`config.mk`:
```
export PLATFORM = sky130hd
export DESIGN_NAME = dsp_threshold_ctrl_flat
export DESIGN_NICKNAME = d
export VERILOG_FILES = /design/src/rtl/dsp_threshold_ctrl_pkg.sv /design/src/rtl/dsp_threshold_ctrl_if.sv /design/src/rtl/dsp_threshold_ctrl_rr_arb2.sv /design/src/rtl/dsp_threshold_ctrl.sv /design/src/flat_wrapper.sv
export SDC_FILE = /design/constraint.sdc
export NUM_CORES = 1
export LEC_CHECK = 0
export ABC_CLOCK_PERIOD_IN_PS = 4050
export CAP_MARGIN = 20
export CORE_ASPECT_RATIO = 0.9
export CORE_MARGIN = 4
export CORE_UTILIZATION = 44
export DETAILED_ROUTE_END_ITERATION = 7
export PLACE_DENSITY = 0.84
export SLEW_MARGIN = 20
export SYNTH_ARGS = -nofsm -noshare
export SYNTH_HDL_FRONTEND = slang
export SYNTH_SLANG_ARGS = --single-unit
export TNS_END_PERCENT = 30
```
`constraint.sdc`:
```
create_clock -name clk -period 4.05 [get_ports clk]
set_input_delay 0.81 -clock clk [delete_from_list [all_inputs] [get_ports clk]]
set_output_delay 0.81 -clock clk [all_outputs]
set_load 0.02 [all_outputs]
```
`src/rtl/dsp_threshold_ctrl_pkg.sv`:
```
`default_nettype none
// ============================================================================
//  Module   : dsp_thresh_pkg
//  Brief    : Shared op encodings, PIO register map and FSM states for the
//             DSP threshold controller.
//  Revision : 1.0  initial release
// ============================================================================
package dsp_thresh_pkg;

    typedef enum logic [1:0] {
        OP_WRITE = 2'd0,
        OP_SET   = 2'd1,
        OP_CLEAR = 2'd2,
        OP_NOP   = 2'd3
    } op_e;

    localparam logic [2:0] ADDR_DATA = 3'd0;
    localparam logic [2:0] ADDR_SET  = 3'd4;
    localparam logic [2:0] ADDR_CLR  = 3'd5;

    typedef enum logic [2:0] {
        ST_IDLE   = 3'd0,
        ST_ISSUE  = 3'd1,
        ST_SETTLE = 3'd2,
        ST_VERIFY = 3'd3,
        ST_ACK    = 3'd4
    } state_e;

    function automatic logic [2:0] op_addr(input op_e op);
        case (op)
            OP_SET:   op_addr = ADDR_SET;
            OP_CLEAR: op_addr = ADDR_CLR;
            default:  op_addr = ADDR_DATA;
        endcase
    endfunction

endpackage
`default_nettype wire

```
`src/rtl/dsp_threshold_ctrl_if.sv`:
```
`default_nettype none
// ============================================================================
//  Module   : dsp_threshold_ctrl_if
//  Brief    : Requester handshakes, PIO Avalon-MM bus and status of the
//             threshold controller; master = controller, slave = environment.
//  Revision : 1.0  initial release
// ============================================================================
interface dsp_threshold_ctrl_if #(
    parameter int DW = 32
);
    logic          req0_valid;
    logic [1:0]    req0_op;
    logic [DW-1:0] req0_data;
    logic          req0_ready;
    logic          req1_valid;
    logic [1:0]    req1_op;
    logic [DW-1:0] req1_data;
    logic          req1_ready;
    logic [2:0]    avm_address;
    logic          avm_chipselect;
    logic          avm_write_n;
    logic [DW-1:0] avm_writedata;
    logic [DW-1:0] avm_readdata;
    logic [DW-1:0] shadow;
    logic          busy;
    logic          err_mismatch;
    logic          err_clr;

    modport master (
        input  req0_valid, req0_op, req0_data,
        output req0_ready,
        input  req1_valid, req1_op, req1_data,
        output req1_ready,
        output avm_address, avm_chipselect, avm_write_n, avm_writedata,
        input  avm_readdata,
        output shadow, busy, err_mismatch,
        input  err_clr
    );

    modport slave (
        output req0_valid, req0_op, req0_data,
        input  req0_ready,
        output req1_valid, req1_op, req1_data,
        input  req1_ready,
        input  avm_address, avm_chipselect, avm_write_n, avm_writedata,
        output avm_readdata,
        input  shadow, busy, err_mismatch,
        output err_clr
    );
endinterface
`default_nettype wire

```
`src/rtl/dsp_threshold_ctrl_rr_arb2.sv`:
```
`default_nettype none
// ============================================================================
//  Module   : rr_arb2
//  Brief    : Two-way round-robin arbiter; the requester not granted last wins
//             a tie. Grant history advances only when a transaction completes.
//  Revision : 1.0  initial release
// ============================================================================
module rr_arb2 (
    input  wire logic       clk,
    input  wire logic       reset_n,
    input  wire logic [1:0] valid,
    input  wire logic       upd_en,
    input  wire logic       upd_id,
    output logic      [1:0] grant
);
    logic r_last_grant;

    // Resets to 1 so requester 0 wins the first contention.
    always_ff @(posedge clk or negedge reset_n) begin
        if (!reset_n) begin
            r_last_grant <= 1'b1;
        end else if (upd_en) begin
            r_last_grant <= upd_id;
        end
    end

    always_comb begin
        grant = 2'b00;
        if (valid == 2'b11) begin
            grant = r_last_grant ? 2'b01 : 2'b10;
        end else begin
            grant = valid;
        end
    end
endmodule
`default_nettype wire

```
`src/rtl/dsp_threshold_ctrl.sv`:
```
`default_nettype none
// ============================================================================
//  Module   : dsp_threshold_ctrl
//  Brief    : Shares the DSP threshold PIO between two requesters, issues the
//             matching PIO write, waits out a settle period and keeps a shadow.
//             Define THRESH_CTRL_VERIFY_EN to add a readback check state.
//  Revision : 1.0  initial release
// ============================================================================
module dsp_threshold_ctrl
    import dsp_thresh_pkg::*;
#(
    parameter int SETTLE_CYCLES = 4,
    parameter int DW            = 32
) (
    input  wire logic            clk,
    input  wire logic            reset_n,
    dsp_threshold_ctrl_if.master bus
);
    localparam int            CW         = (SETTLE_CYCLES > 1) ? $clog2(SETTLE_CYCLES) : 1;
    localparam logic [CW-1:0] c_CNT_LOAD = CW'((SETTLE_CYCLES > 0) ? SETTLE_CYCLES - 1 : 0);
`ifdef THRESH_CTRL_VERIFY_EN
    localparam state_e        c_POST_SETTLE = ST_VERIFY;
`else
    localparam state_e        c_POST_SETTLE = ST_ACK;
`endif

    state_e        r_state;
    state_e        w_state_nxt;
    op_e           r_op;
    logic [DW-1:0] r_data;
    logic          r_id;
    logic [CW-1:0] r_cnt;
    logic [DW-1:0] r_shadow;
    logic          r_err;
    logic [1:0]    w_grant;
    logic [1:0]    w_valid;
    logic          w_cs;
    logic          w_write_n;
    logic [2:0]    w_addr;
    logic [DW-1:0] w_wdata;
    logic          w_ack;

    assign w_valid = {bus.req1_valid, bus.req0_valid};
    assign w_ack   = (r_state == ST_ACK);

    rr_arb2 u_arb (
        .clk     (clk),
        .reset_n (reset_n),
        .valid   (w_valid),
        .upd_en  (w_ack),
        .upd_id  (r_id),
        .grant   (w_grant)
    );

    always_ff @(posedge clk or negedge reset_n) begin
        if (!reset_n) begin
            r_state <= ST_IDLE;
        end else begin
            r_state <= w_state_nxt;
        end
    end

    // Next state plus bus strobes; strobes are decoded from state so a reset
    // drops them in the same instant.
    always_comb begin
        w_state_nxt = r_state;
        w_cs        = 1'b0;
        w_write_n   = 1'b1;
        w_addr      = ADDR_DATA;
        w_wdata     = '0;
        case (r_state)
            ST_IDLE: begin
                if (|w_grant) w_state_nxt = ST_ISSUE;
            end
            ST_ISSUE: begin
                if (r_op != OP_NOP) begin
                    w_cs      = 1'b1;
                    w_write_n = 1'b0;
                    w_addr    = op_addr(r_op);
                    w_wdata   = r_data;
                end
                w_state_nxt = (SETTLE_CYCLES == 0) ? c_POST_SETTLE : ST_SETTLE;
            end
            ST_SETTLE: begin
                if (r_cnt == '0) w_state_nxt = c_POST_SETTLE;
            end
            ST_VERIFY: begin
                w_cs        = 1'b1;
                w_addr      = ADDR_DATA;
                w_state_nxt = ST_ACK;
            end
            ST_ACK: begin
                w_state_nxt = ST_IDLE;
            end
            default: begin
                w_state_nxt = ST_IDLE;
            end
        endcase
    end

    always_ff @(posedge clk or negedge reset_n) begin
        if (!reset_n) begin
            r_op     <= OP_WRITE;
            r_data   <= '0;
            r_id     <= 1'b0;
            r_cnt    <= '0;
            r_shadow <= '0;
        end else begin
            case (r_state)
                ST_IDLE: begin
                    if (|w_grant) begin
                        r_id   <= w_grant[1];
                        r_op   <= op_e'(w_grant[1] ? bus.req1_op : bus.req0_op);
                        r_data <= w_grant[1] ? bus.req1_data : bus.req0_data;
                    end
                end
                ST_ISSUE: begin
                    r_cnt <= c_CNT_LOAD;
                    case (r_op)
                        OP_WRITE: r_shadow <= r_data;
                        OP_SET:   r_shadow <= r_shadow | r_data;
                        OP_CLEAR: r_shadow <= r_shadow & ~r_data;
                        default:  r_shadow <= r_shadow;
                    endcase
                end
                ST_SETTLE: begin
                    if (r_cnt != '0) r_cnt <= r_cnt - 1'b1;
                end
                default: begin
                end
            endcase
        end
    end

`ifdef THRESH_CTRL_VERIFY_EN
    // A fresh mismatch outranks a same-cycle clear.
    always_ff @(posedge clk or negedge reset_n) begin
        if (!reset_n) begin
            r_err <= 1'b0;
        end else if ((r_state == ST_VERIFY) && (bus.avm_readdata != r_shadow)) begin
            r_err <= 1'b1;
        end else if (bus.err_clr) begin
            r_err <= 1'b0;
        end
    end
`else
    logic w_unused_verify;
    assign w_unused_verify = bus.err_clr ^ (^bus.avm_readdata);
    assign r_err           = 1'b0;
`endif

    assign bus.avm_chipselect = w_cs;
    assign bus.avm_write_n    = w_write_n;
    assign bus.avm_address    = w_addr;
    assign bus.avm_writedata  = w_wdata;
    assign bus.req0_ready     = w_ack & ~r_id;
    assign bus.req1_ready     = w_ack & r_id;
    assign bus.shadow         = r_shadow;
    assign bus.busy           = (r_state != ST_IDLE);
    assign bus.err_mismatch   = r_err;
endmodule
`default_nettype wire

```
`src/flat_wrapper.sv`:
```
// flat-port wrapper written by rule: the top's interface ports become plain ports
module dsp_threshold_ctrl_flat import dsp_thresh_pkg::*;
#(
    parameter int SETTLE_CYCLES = 4,
    parameter int DW            = 32
)
  (clk, reset_n, bus_req0_valid, bus_req0_op, bus_req0_data, bus_req0_ready, bus_req1_valid, bus_req1_op, bus_req1_data, bus_req1_ready, bus_avm_address, bus_avm_chipselect, bus_avm_write_n, bus_avm_writedata, bus_avm_readdata, bus_shadow, bus_busy, bus_err_mismatch, bus_err_clr);
  dsp_threshold_ctrl_if #(.DW(DW)) bus_i ();
  input  wire logic clk;
  input  wire logic reset_n;
  input wire logic [$bits(bus_i.req0_valid)-1:0] bus_req0_valid;
  input wire logic [$bits(bus_i.req0_op)-1:0] bus_req0_op;
  input wire logic [$bits(bus_i.req0_data)-1:0] bus_req0_data;
  output wire logic [$bits(bus_i.req0_ready)-1:0] bus_req0_ready;
  input wire logic [$bits(bus_i.req1_valid)-1:0] bus_req1_valid;
  input wire logic [$bits(bus_i.req1_op)-1:0] bus_req1_op;
  input wire logic [$bits(bus_i.req1_data)-1:0] bus_req1_data;
  output wire logic [$bits(bus_i.req1_ready)-1:0] bus_req1_ready;
  output wire logic [$bits(bus_i.avm_address)-1:0] bus_avm_address;
  output wire logic [$bits(bus_i.avm_chipselect)-1:0] bus_avm_chipselect;
  output wire logic [$bits(bus_i.avm_write_n)-1:0] bus_avm_write_n;
  output wire logic [$bits(bus_i.avm_writedata)-1:0] bus_avm_writedata;
  input wire logic [$bits(bus_i.avm_readdata)-1:0] bus_avm_readdata;
  output wire logic [$bits(bus_i.shadow)-1:0] bus_shadow;
  output wire logic [$bits(bus_i.busy)-1:0] bus_busy;
  output wire logic [$bits(bus_i.err_mismatch)-1:0] bus_err_mismatch;
  input wire logic [$bits(bus_i.err_clr)-1:0] bus_err_clr;
  assign bus_i.req0_valid = bus_req0_valid;
  assign bus_i.req0_op = bus_req0_op;
  assign bus_i.req0_data = bus_req0_data;
  assign bus_req0_ready = bus_i.req0_ready;
  assign bus_i.req1_valid = bus_req1_valid;
  assign bus_i.req1_op = bus_req1_op;
  assign bus_i.req1_data = bus_req1_data;
  assign bus_req1_ready = bus_i.req1_ready;
  assign bus_avm_address = bus_i.avm_address;
  assign bus_avm_chipselect = bus_i.avm_chipselect;
  assign bus_avm_write_n = bus_i.avm_write_n;
  assign bus_avm_writedata = bus_i.avm_writedata;
  assign bus_i.avm_readdata = bus_avm_readdata;
  assign bus_shadow = bus_i.shadow;
  assign bus_busy = bus_i.busy;
  assign bus_err_mismatch = bus_i.err_mismatch;
  assign bus_i.err_clr = bus_err_clr;
  dsp_threshold_ctrl #(.SETTLE_CYCLES(SETTLE_CYCLES), .DW(DW)) u_core (.clk(clk), .reset_n(reset_n), .bus(bus_i));
endmodule
```
### After elaboration in Yosys (flattened, before gate mapping)

Index checks and enable logic that the tools add are counted.

| operators by class | value |
|---|---|
| $add $sub $neg | 1 |
| equal/unequal tests | 11 |
| mux-type cells | 19 |
| bitwise operators | 6 |
| reductions and logical operators | 12 |

Operator list:

| operator | number |
|---|---|
| 32-bit 2-to-1 mux | 3 |
| 32-bit one-hot mux with 3 select lines | 1 |
| 32-bit AND | 1 |
| 32-bit inverter | 1 |
| 32-bit bitwise OR | 1 |
| 3-bit 2-to-1 mux | 4 |
| 3-bit one-hot mux with 4 select lines | 1 |
| 2-bit 2-to-1 mux | 4 |
| 2-bit AND reduction | 4 |
| 3-bit by 2-bit == test with 1-bit output, second input constant | 2 |
| 2-bit by 1-bit inequality test with 1-bit output, second input constant | 3 |
| 3-bit one-hot mux with 2 select lines | 1 |
| 3-bit nonzero test | 2 |
| 2-bit == test, second input constant | 2 |
| 2-bit logical NOT | 2 |
| 2-bit one-hot mux with 2 select lines | 1 |
| 2-bit nonzero test | 2 |
| 3-bit by 1-bit == test with 1-bit output, second input constant | 1 |
| 3-bit == test, second input constant | 1 |
| 3-bit logical NOT | 1 |
| 1-bit 2-to-1 mux | 3 |
| 1-bit AND | 2 |
| 2-bit by 1-bit == test with 1-bit output, second input constant | 1 |
| 2-bit inequality test, second input constant | 1 |
| 4 further kinds | 4 |

| storage, ports and cells | value |
|---|---|
| bits in registers | 73 |
| bits of input ports | 105 |

### Depth between registers and ports, before layout

Gate-level depths: netlist of run 1.

| logic depth | value |
|---|---|
| depth in word-level cells | 5 |
| gate-level depth with buffers | 7 |

### By module

Synthesis of run 1 repeated with hierarchy kept, for this count alone.

| second synthesis, totals | value |
|---|---|
| cell total of the unflattened synthesis | 344 |
| area total of the unflattened synthesis | 4160.2 um^2 |

By module, submodules not included:

| module | times used | cells an instance | area an instance (um^2) |
|---|---|---|---|
| dsp_threshold_ctrl | 1 | 338 | 4098.9 |
| rr_arb2 | 1 | 6 | 61.3 |

### Worst setup path before layout of run 1

OpenSTA, ideal clock, no wires.

| timing path | value |
|---|---|
| path type | flip-flop to output port |
| start point | reg u_core.r_op[0] |
| end point | out bus_avm_write_n |
| arrival | 1.439 ns |
| setup slack | 1.801 ns |
| stages on the path, launching flop included | 7 |
| cell sequence | dfrtp_1 > ha_1 > nor4b_4 > buf_4 > buf_4 > buf_2 > inv_2 |

| between the ends | value |
|---|---|
| word-level cells in the longest chain between the ends | 3 |

RTL lines:

| element | line | source |
|---|---|---|
| start: declaration | dsp_threshold_ctrl.sv:29 | `op_e r_op;` |
| start signal: assignment | dsp_threshold_ctrl.sv:113 | `r_op <= op_e'(w_grant[1] ? bus.req1_op : bus.req0_op);` |
| 2-bit inequality test | dsp_threshold_ctrl.sv:76 | `if (r_op != OP_NOP) begin` |
| 1-bit 2-to-1 mux | dsp_threshold_ctrl.sv:76 |  |
| 1-bit 2-to-1 mux | dsp_threshold_ctrl.sv:71 | `case (r_state)` |
| end: declaration | flat_wrapper.sv:21 | `output wire logic [$bits(bus_i.avm_write_n)-1:0] bus_avm_write_n;` |

Every way passes these cells.

### Worst setup path in the final report of run 1

| timing path | value |
|---|---|
| start point | reg u_core.r_op[1] |
| end point | out bus_avm_writedata[15] |

| between the ends | value |
|---|---|
| word-level cells in the longest chain between the ends | 3 |

RTL lines:

| element | line | source |
|---|---|---|
| 2-bit inequality test | dsp_threshold_ctrl.sv:76 |  |
| 32-bit 2-to-1 mux | dsp_threshold_ctrl.sv:76 |  |
| 32-bit 2-to-1 mux | dsp_threshold_ctrl.sv:71 |  |
| end: declaration | flat_wrapper.sv:22 | `output wire logic [$bits(bus_i.avm_writedata)-1:0] bus_avm_writedata;` |

Every way passes these cells.

==> results of run 1 <==
state kept, by name, summed over array words and instances (netlist names):
name / cells
u_core.r_id: 1
u_core.bus.shadow: 32
u_core.r_data: 32
u_core.r_op: 2
u_core.u_arb.r_last_grant: 1
u_core.r_cnt: 2
u_core.r_state: 3
worst paths after layout:
path                                       from                    end  slack (ns)
worst max-delay path             u_core.r_op[1]  bus_avm_writedata[15]        0.70
worst min-delay path            u_core.r_cnt[1]        u_core.r_cnt[1]        0.53
worst max register to register   u_core.r_op[0]  u_core.bus.shadow[18]        1.65
worst min register to register  u_core.r_cnt[1]        u_core.r_cnt[1]        0.53
max in group asynchronous               reset_n      u_core.r_state[0]        2.84
min in group asynchronous               reset_n  u_core.bus.shadow[29]        0.59
cells by family after synthesis:
| family | Yosys count |
|---|---|
| compound gates | 143 |
| buf+inv | 48 |
| flops | 73 |
| other cells | 1 |
| fa+ha+maj | 5 |
| simple gates | 87 |
metal layers:
metal / GRT usage (%) / part of all wire, % / routed length (um) / vias up
met5: 0 / 0 / 0 / -
met4: 5.34 / 1.1 / 132 / 0
met3: 5.57 / 8.4 / 979 / 10
met2: 36.4 / 48 / 5540 / 156
met1: 28.7 / 43 / 4950 / 1679
li1: - / - / - / 1611
synthesized netlist by cell type:
cell type / count / area (um2)
a21bo_2: 1 / 10.0
a21o_1: 1 / 7.51
a21oi_1: 4 / 20.0
a22oi_1: 1 / 7.51
a2bb2oi_1: 34 / 298
a2bb2oi_2: 31 / 465
a31oi_1: 1 / 6.26
and2_1: 32 / 200
and3_1: 1 / 6.26
buf_2: 10 / 50.1
buf_4: 5 / 37.5
buf_6: 3 / 33.8
clkbuf_1: 21 / 78.8
clkinv_1: 1 / 3.75
conb_1: 1 / 3.75
dfrtp_1: 72 / 1800
dfstp_2: 1 / 26.3
ha_1: 5 / 62.6
inv_1: 6 / 22.5
inv_2: 2 / 7.51
nand2_1: 5 / 18.8
nand2b_1: 1 / 6.26
nor2_1: 7 / 26.3
nor2_8: 1 / 20.0
nor2b_1: 33 / 206
nor3_1: 2 / 10.0
nor3_4: 1 / 16.3
nor3b_1: 2 / 15.0
nor4b_4: 1 / 23.8
o211ai_1: 1 / 7.51
o21ai_0: 2 / 10.0
o22a_1: 2 / 17.5
o22ai_1: 31 / 194
o32ai_1: 34 / 298
or2_2: 1 / 6.26
stage by stage:
| stage | setup WS [ns] | power (mW) | hold WS (ns) | cells | instance area, um2 |
|---|---|---|---|---|---|
| floorplan | 1.80 | 3.41 | 0.482 | 358 | 4030 |
| global placement | 1.12 | 4.33 | 0.495 | 585 | 5440 |
| detailed placement | 1.08 | 4.43 | 0.516 | 585 | 5440 |
| CTS | 0.684 | 5.08 | 0.534 | 601 | 5660 |
| global route | 0.546 | 5.37 | 0.549 | 601 | 5660 |
| finish | 0.697 | 5.05 | 0.526 | 601 | 5660 |
worst reg2reg max path, delay by kind of cell (launching register included):
kind / cells / cell delay [ns]
buf+inv: 2 / 0.91
fa+ha+maj: 1 / 0.35
compound gates: 2 / 0.58
flops: 1 / 0.43
final cells by class:
cell class	count	area [um2]
Timing Repair Buffer	147	1460
Sequential cell	73	1830
Clock buffer	12	145
Multi-Input combinational cell	237	1970
Fill cell	723	3070
Inverter	9	33.8
Clock inverter	4	76.3
Tap cell	119	149
power by group:
group / total [mW] / internal (mW) / switching [mW]
clock: 0.637 / 0.366 / 0.271
sequential: 1.45 / 1.10 / 0.353
combinational: 2.96 / 1.44 / 1.52
==> PnR_summary.wiki, run 1 <==
{| class="wikitable"
! Metric !! Value
|-
| Status || complete, no violations
|-
| Number of cells traversed by the worst register-to-register path || 5
|-
| Maximum clock path buffer count || 2
|-
| Post-Synth Simple-Gate Area || 13.8%
|-
| Type of element launching the critical path || flop
|-
| Leakage || 2.15 nW
|-
| Most common cell after layout, fill and taps aside || clkdlybuf4s50_1
|-
| Setup Buffers After CTS || 0
|-
| Final RePlAce weighted congestion || 0.780
|-
| Total gr overflow || 0
|-
| Clock tree from TritonCTS || yes
|-
| Fraction of the mapped netlist area in compound gates || 33.3%
|-
| Vertical die dimension || 98.7 um
|-
| Count of synthesis-stage warnings from yosys || 0
|-
| Starting density of the core || 46.1%
|-
| IO Port Bufs || 142
|-
| Maximum level of the CTS H-tree || 3
|-
| Maximum number of pins on one net before global-route repair || 74
|-
| Min-Delay Path Depth || 1
|-
| Library cell contributing the largest single delay on the critical path || clkdlybuf4s50_1
|-
| Total number of vias || 3456
|-
| Final Util || 64.9%
|-
| Die area || 10700 um2
|-
| Count of clock tree sinks || 73
|-
| Biggest cell delay along the critical path || 0.62 ns
|-
| Synthesized-area fraction occupied by adder cells || 1.55%
|-
| Number of vias per cell || 5.75
|-
| DIE WIDTH || 109 um
|-
| Quantity of gates resized following cts || 0
|-
| Total Nets Final || 587
|-
| Post-synthesis register bit count || 73
|-
| Number of cell rows || 32
|-
| DP HPWL || 7670 um
|-
| Total negative slack for setup checks || 0 ns
|-
| Power Dens Cells || 893 nW/um2
|-
| Vias in the first global route || 3538
|-
| Worst Hold Class || flop to flop
|-
| Final worst-path cycle share || 82.8%
|-
| Top Family by Delay on Critical Path || buffers and inverters
|-
| WP buf/inv || 2
|-
| Post-detailed-route DRC marker count || 0
|-
| Number of nets with antenna violations after detailed routing || 0
|-
| Instance count of the mapped netlist || 357
|-
| Worst slew pin tran || 1.03 ns
|-
| Reg clk slew, reported paths || 0.07 ns
|-
| RSZ-0062 raised after global routing || no
|-
| Maximum fanout along the worst path || 40
|-
| Max Clock Freq || 298 MHz
|-
| Diodes inserted || 0
|-
| Area share of xor/xnor cells in the synthesized design || 0%
|-
| Ordered cell list for the critical path || ha_1, nor4b_4, buf_4, and2_1, clkdlybuf4s50_1
|-
| Detailed-route wire length || 11600 um
|-
| Tmin final || 3.35 ns
|-
| CP required || 3.24 ns
|-
| Overall routing resource usage || 21.9%
|-
| Worst vdd ir || 0.475 mV
|-
| Mean instance size in the synthesized netlist || 11.3 um2
|-
| CP Class || flop to primary output
|-
| Clock latency on the worst-skew pair || 0.35 ns
|-
| Stages on worst setup path || 5
|-
| DR iter-0 viols || 195
|-
| Type of destination of the critical path || primary output
|-
| Endpoints failing hold || 0
|-
| Post-synth design cell area || 4030 um2
|-
| Number of distinct library cells after synthesis || 35
|-
| IO Pins || 178
|-
| Layout overhead on the synthesized area || 40.6%
|-
| Commonest cells after routing, fill and taps aside || clkdlybuf4s50_1, dfrtp_1, o32ai_1, a2bb2oi_1
|-
| Wire length per cell || 19.3 um
|-
| First-pass iteration count of the detailed router || 5
|-
| Area of the core region || 8730 um2
|-
| Dominant combinational cell family by area after synthesis || compound AO/OA/AOI/OAI gates
|-
| Register area share after synthesis || 45.4%
|-
| Post-route clock skew || 0.0106 ns
|-
| Multiplexer area fraction after synthesis || 0%
|-
| Number of max-cap violations || 0
|-
| Share of cells above drive strength 1 || 12.7%
|-
| Setup violators final || 0
|-
| CTS Buf Count || 9
|-
| Initial antenna violation count || 0
|-
| Worst Path Arrival || 2.54 ns
|-
| Max-slew violation count || 0
|-
| Library cell used as clock root buffer || clkbuf_8
|-
| Total of hold buffers inserted after clock tree synthesis || 0
|-
| Worst-case headroom to the max-slew limit || 30.8%
|-
| Wire length of the first global-routing pass || 18400 um
|}
Power figures use the tool's default switching activity.
==> inputs of run 2 (changes only) <==
--- a/config.mk
+++ b/config.mk
@@ -5,13 +5,13 @@
 export SDC_FILE = /design/constraint.sdc
 export NUM_CORES = 1
 export LEC_CHECK = 0
-export ABC_CLOCK_PERIOD_IN_PS = 4050
+export ABC_CLOCK_PERIOD_IN_PS = 3400
 export CAP_MARGIN = 20
 export CORE_ASPECT_RATIO = 0.9
 export CORE_MARGIN = 4
-export CORE_UTILIZATION = 44
+export CORE_UTILIZATION = 43
 export DETAILED_ROUTE_END_ITERATION = 7
-export PLACE_DENSITY = 0.84
+export PLACE_DENSITY = 0.82
 export SLEW_MARGIN = 20
 export SYNTH_ARGS = -nofsm -noshare
 export SYNTH_HDL_FRONTEND = slang
==> constraint.sdc (replaced) <==
create_clock -name clk -period 3.4 [get_ports clk]
set_input_delay 0.68 -clock clk [delete_from_list [all_inputs] [get_ports clk]]
set_output_delay 0.68 -clock clk [all_outputs]
set_load 0.02 [all_outputs]
==> PnR_summary.wiki, run 2 (same netlist as run 1, synthesis figures left out) <==
{| class="wikitable"
! Metric !! Value
|-
| Slack of the worst reg-to-reg path || 1.25 ns
|-
| Worst Path Arrival || 2.54 ns
|-
| Total gr overflow || 0
|-
| Post-layout total power || 5.96 mW
|-
| Worst vdd ir || 0.501 mV
|-
| Setup Buffers After CTS || 0
|-
| CTS Buf Count || 9
|-
| Diodes inserted || 0
|-
| Setup violators final || 0
|-
| CP Class || flop to primary output
|-
| DP HPWL || 7490 um
|-
| Tmin final || 3.22 ns
|-
| Ordered cell list for the critical path || ha_1, nor4b_4, buf_4, and2_1, clkdlybuf4s50_1
|-
| Die area || 11000 um2
|-
| Count of clock tree sinks || 73
|-
| Total negative slack for setup checks || 0 ns
|-
| RSZ-0062 raised after global routing || no
|-
| CP required || 2.72 ns
|-
| Area of the core region || 9130 um2
|-
| DIE WIDTH || 110 um
|-
| Max Clock Freq || 310 MHz
|-
| Vertical die dimension || 99.8 um
|-
| Starting density of the core || 44.1%
|-
| Vias in the first global route || 3550
|-
| Post-route cell area || 5660 um2
|-
| Wire length per cell || 18.7 um
|-
| Post-detailed-route DRC marker count || 0
|-
| Biggest cell delay along the critical path || 0.62 ns
|-
| IO Port Bufs || 142
|-
| Total of hold buffers inserted after clock tree synthesis || 0
|-
| Clock tree from TritonCTS || yes
|-
| DR iter-0 viols || 96
|-
| Total number of vias || 3413
|-
| Worst Hold Class || primary input to async pin
|-
| Maximum clock path buffer count || 2
|-
| Worst-case headroom to the max-slew limit || 30.2%
|-
| Number of cell rows || 33
|-
| Non-filler instance count after layout || 605
|-
| Library cell contributing the largest single delay on the critical path || clkdlybuf4s50_1
|-
| Startpoint of the worst register-to-register path || u_core.r_op[0]
|-
| Overall routing resource usage || 21.2%
|-
| Library cell used as clock root buffer || clkbuf_8
|-
| Cell area reported after detailed placement || 5450 um2
|-
| Max-slew violation count || 0
|-
| Most common cell after layout, fill and taps aside || clkdlybuf4s50_1
|-
| Number of cells traversed by the worst register-to-register path || 6
|-
| Endpoints failing hold || 0
|-
| Type of destination of the critical path || primary output
|-
| Maximum number of pins on one net before global-route repair || 74
|-
| Wire length of the first global-routing pass || 18400 um
|-
| Worst slew pin tran || 1.05 ns
|-
| Number of vias per cell || 5.64
|-
| Maximum level of the CTS H-tree || 3
|-
| Initial antenna violation count || 0
|-
| First-pass iteration count of the detailed router || 4
|-
| Quantity of gates resized following cts || 0
|-
| Layout overhead on the synthesized area || 40.7%
|-
| Number of nets with antenna violations after detailed routing || 0
|-
| Reg clk slew, reported paths || 0.08 ns
|-
| IO Pins || 178
|-
| Post-route clock skew || 0.00582 ns
|-
| Clock latency on the worst-skew pair || 0.34 ns
|-
| Commonest cells after routing, fill and taps aside || clkdlybuf4s50_1, dfrtp_1, o32ai_1, a2bb2oi_1
|-
| Type of element launching the critical path || flop
|-
| Share of cells above drive strength 1 || 13.0%
|-
| Final RePlAce weighted congestion || 0.758
|-
| Status || complete, no violations
|-
| Power Dens Cells || 1050 nW/um2
|-
| Total Nets Final || 588
|-
| Post-Place Cells || 589
|-
| Number of max-cap violations || 0
|-
| Leakage || 2.15 nW
|-
| Final worst-path cycle share || 94.8%
|-
| Worst reg2reg endpoint || u_core.bus.shadow[14]
|-
| Hold_ws || 0.487 ns
|-
| Fillers || 753
|-
| Maximum fanout along the worst path || 42
|-
| Detailed-route wire length || 11300 um
|}
==> run 2: cell count changes in the layout (fill, tap and decap cells not counted), sizes merged <==
cell | previous run | this run
inv | 7 | 8
buf | 6 | 7
clkinv | 3 | 2
clkinvlp | 1 | 2
bufinv | 2 | 1
==> run 2: worst max path at each step <==
stage	startpoint	endpoint	slack [ns]	cells after the start
6_report	u_core.r_op[1]	bus_avm_writedata[8]	0.18	5
5_1_grt	u_core.r_op[0]	bus_avm_writedata[21]	0.05	5
4_1_cts	u_core.r_op[0]	bus_avm_writedata[25]	0.16	5
3_5_place_dp	u_core.r_op[0]	bus_avm_writedata[25]	0.53	5
3_3_place_gp	u_core.r_op[0]	bus_avm_writedata[10]	0.58	5
2_1_floorplan	u_core.r_op[0]	bus_avm_write_n	1.28	6
==> run 2: power by group <==
part	switching (mW)	internal, mW	total [mW]
Clock	0.326	0.398	0.725
Sequential	0.407	1.31	1.72
Combinational	1.79	1.73	3.52
==> run 2: worst max-delay path: cells and delay by family (launching register included) <==
family                   cells  cell delay, ns
AND/OR/NAND/NOR              2            0.47
buffers and inverters        2            1.03
flip-flops                   1            0.45
adder cells (fa/ha/maj)      1            0.25
==> run 2: metrics by stage <==
stage / setup WS (ns) / utilization (%)
after global routing: 0.0457 / 62.1
after detailed placement: 0.534 / 59.7
final: 0.178 / 62.1
after global placement: 0.585 / 59.7
after CTS: 0.162 / 62.1
after floorplan: 1.28 / -
==> run 2: layout make-up <==
type	count	area, um2	area share [%]
Clock buffer	12	165	2.92
Clock inverter	4	50.0	0.884
Inverter	9	33.8	0.597
Multi-Input combinational cell	237	1970	34.8
Sequential cell	73	1830	32.3
Tap cell	122	153	2.70
Timing Repair Buffer	148	1460	25.9
==> run 2: metal layers <==
metal | vias up | wire [um] | GRT usage (%) | share of wire, %
met5 | - | 0 | 0 | 0
met4 | 0 | 134 | 5.37 | 1.2
met3 | 10 | 640 | 3.47 | 5.6
met2 | 104 | 5500 | 35.4 | 48
met1 | 1689 | 5060 | 28.5 | 45
li1 | 1610 | - | - | -
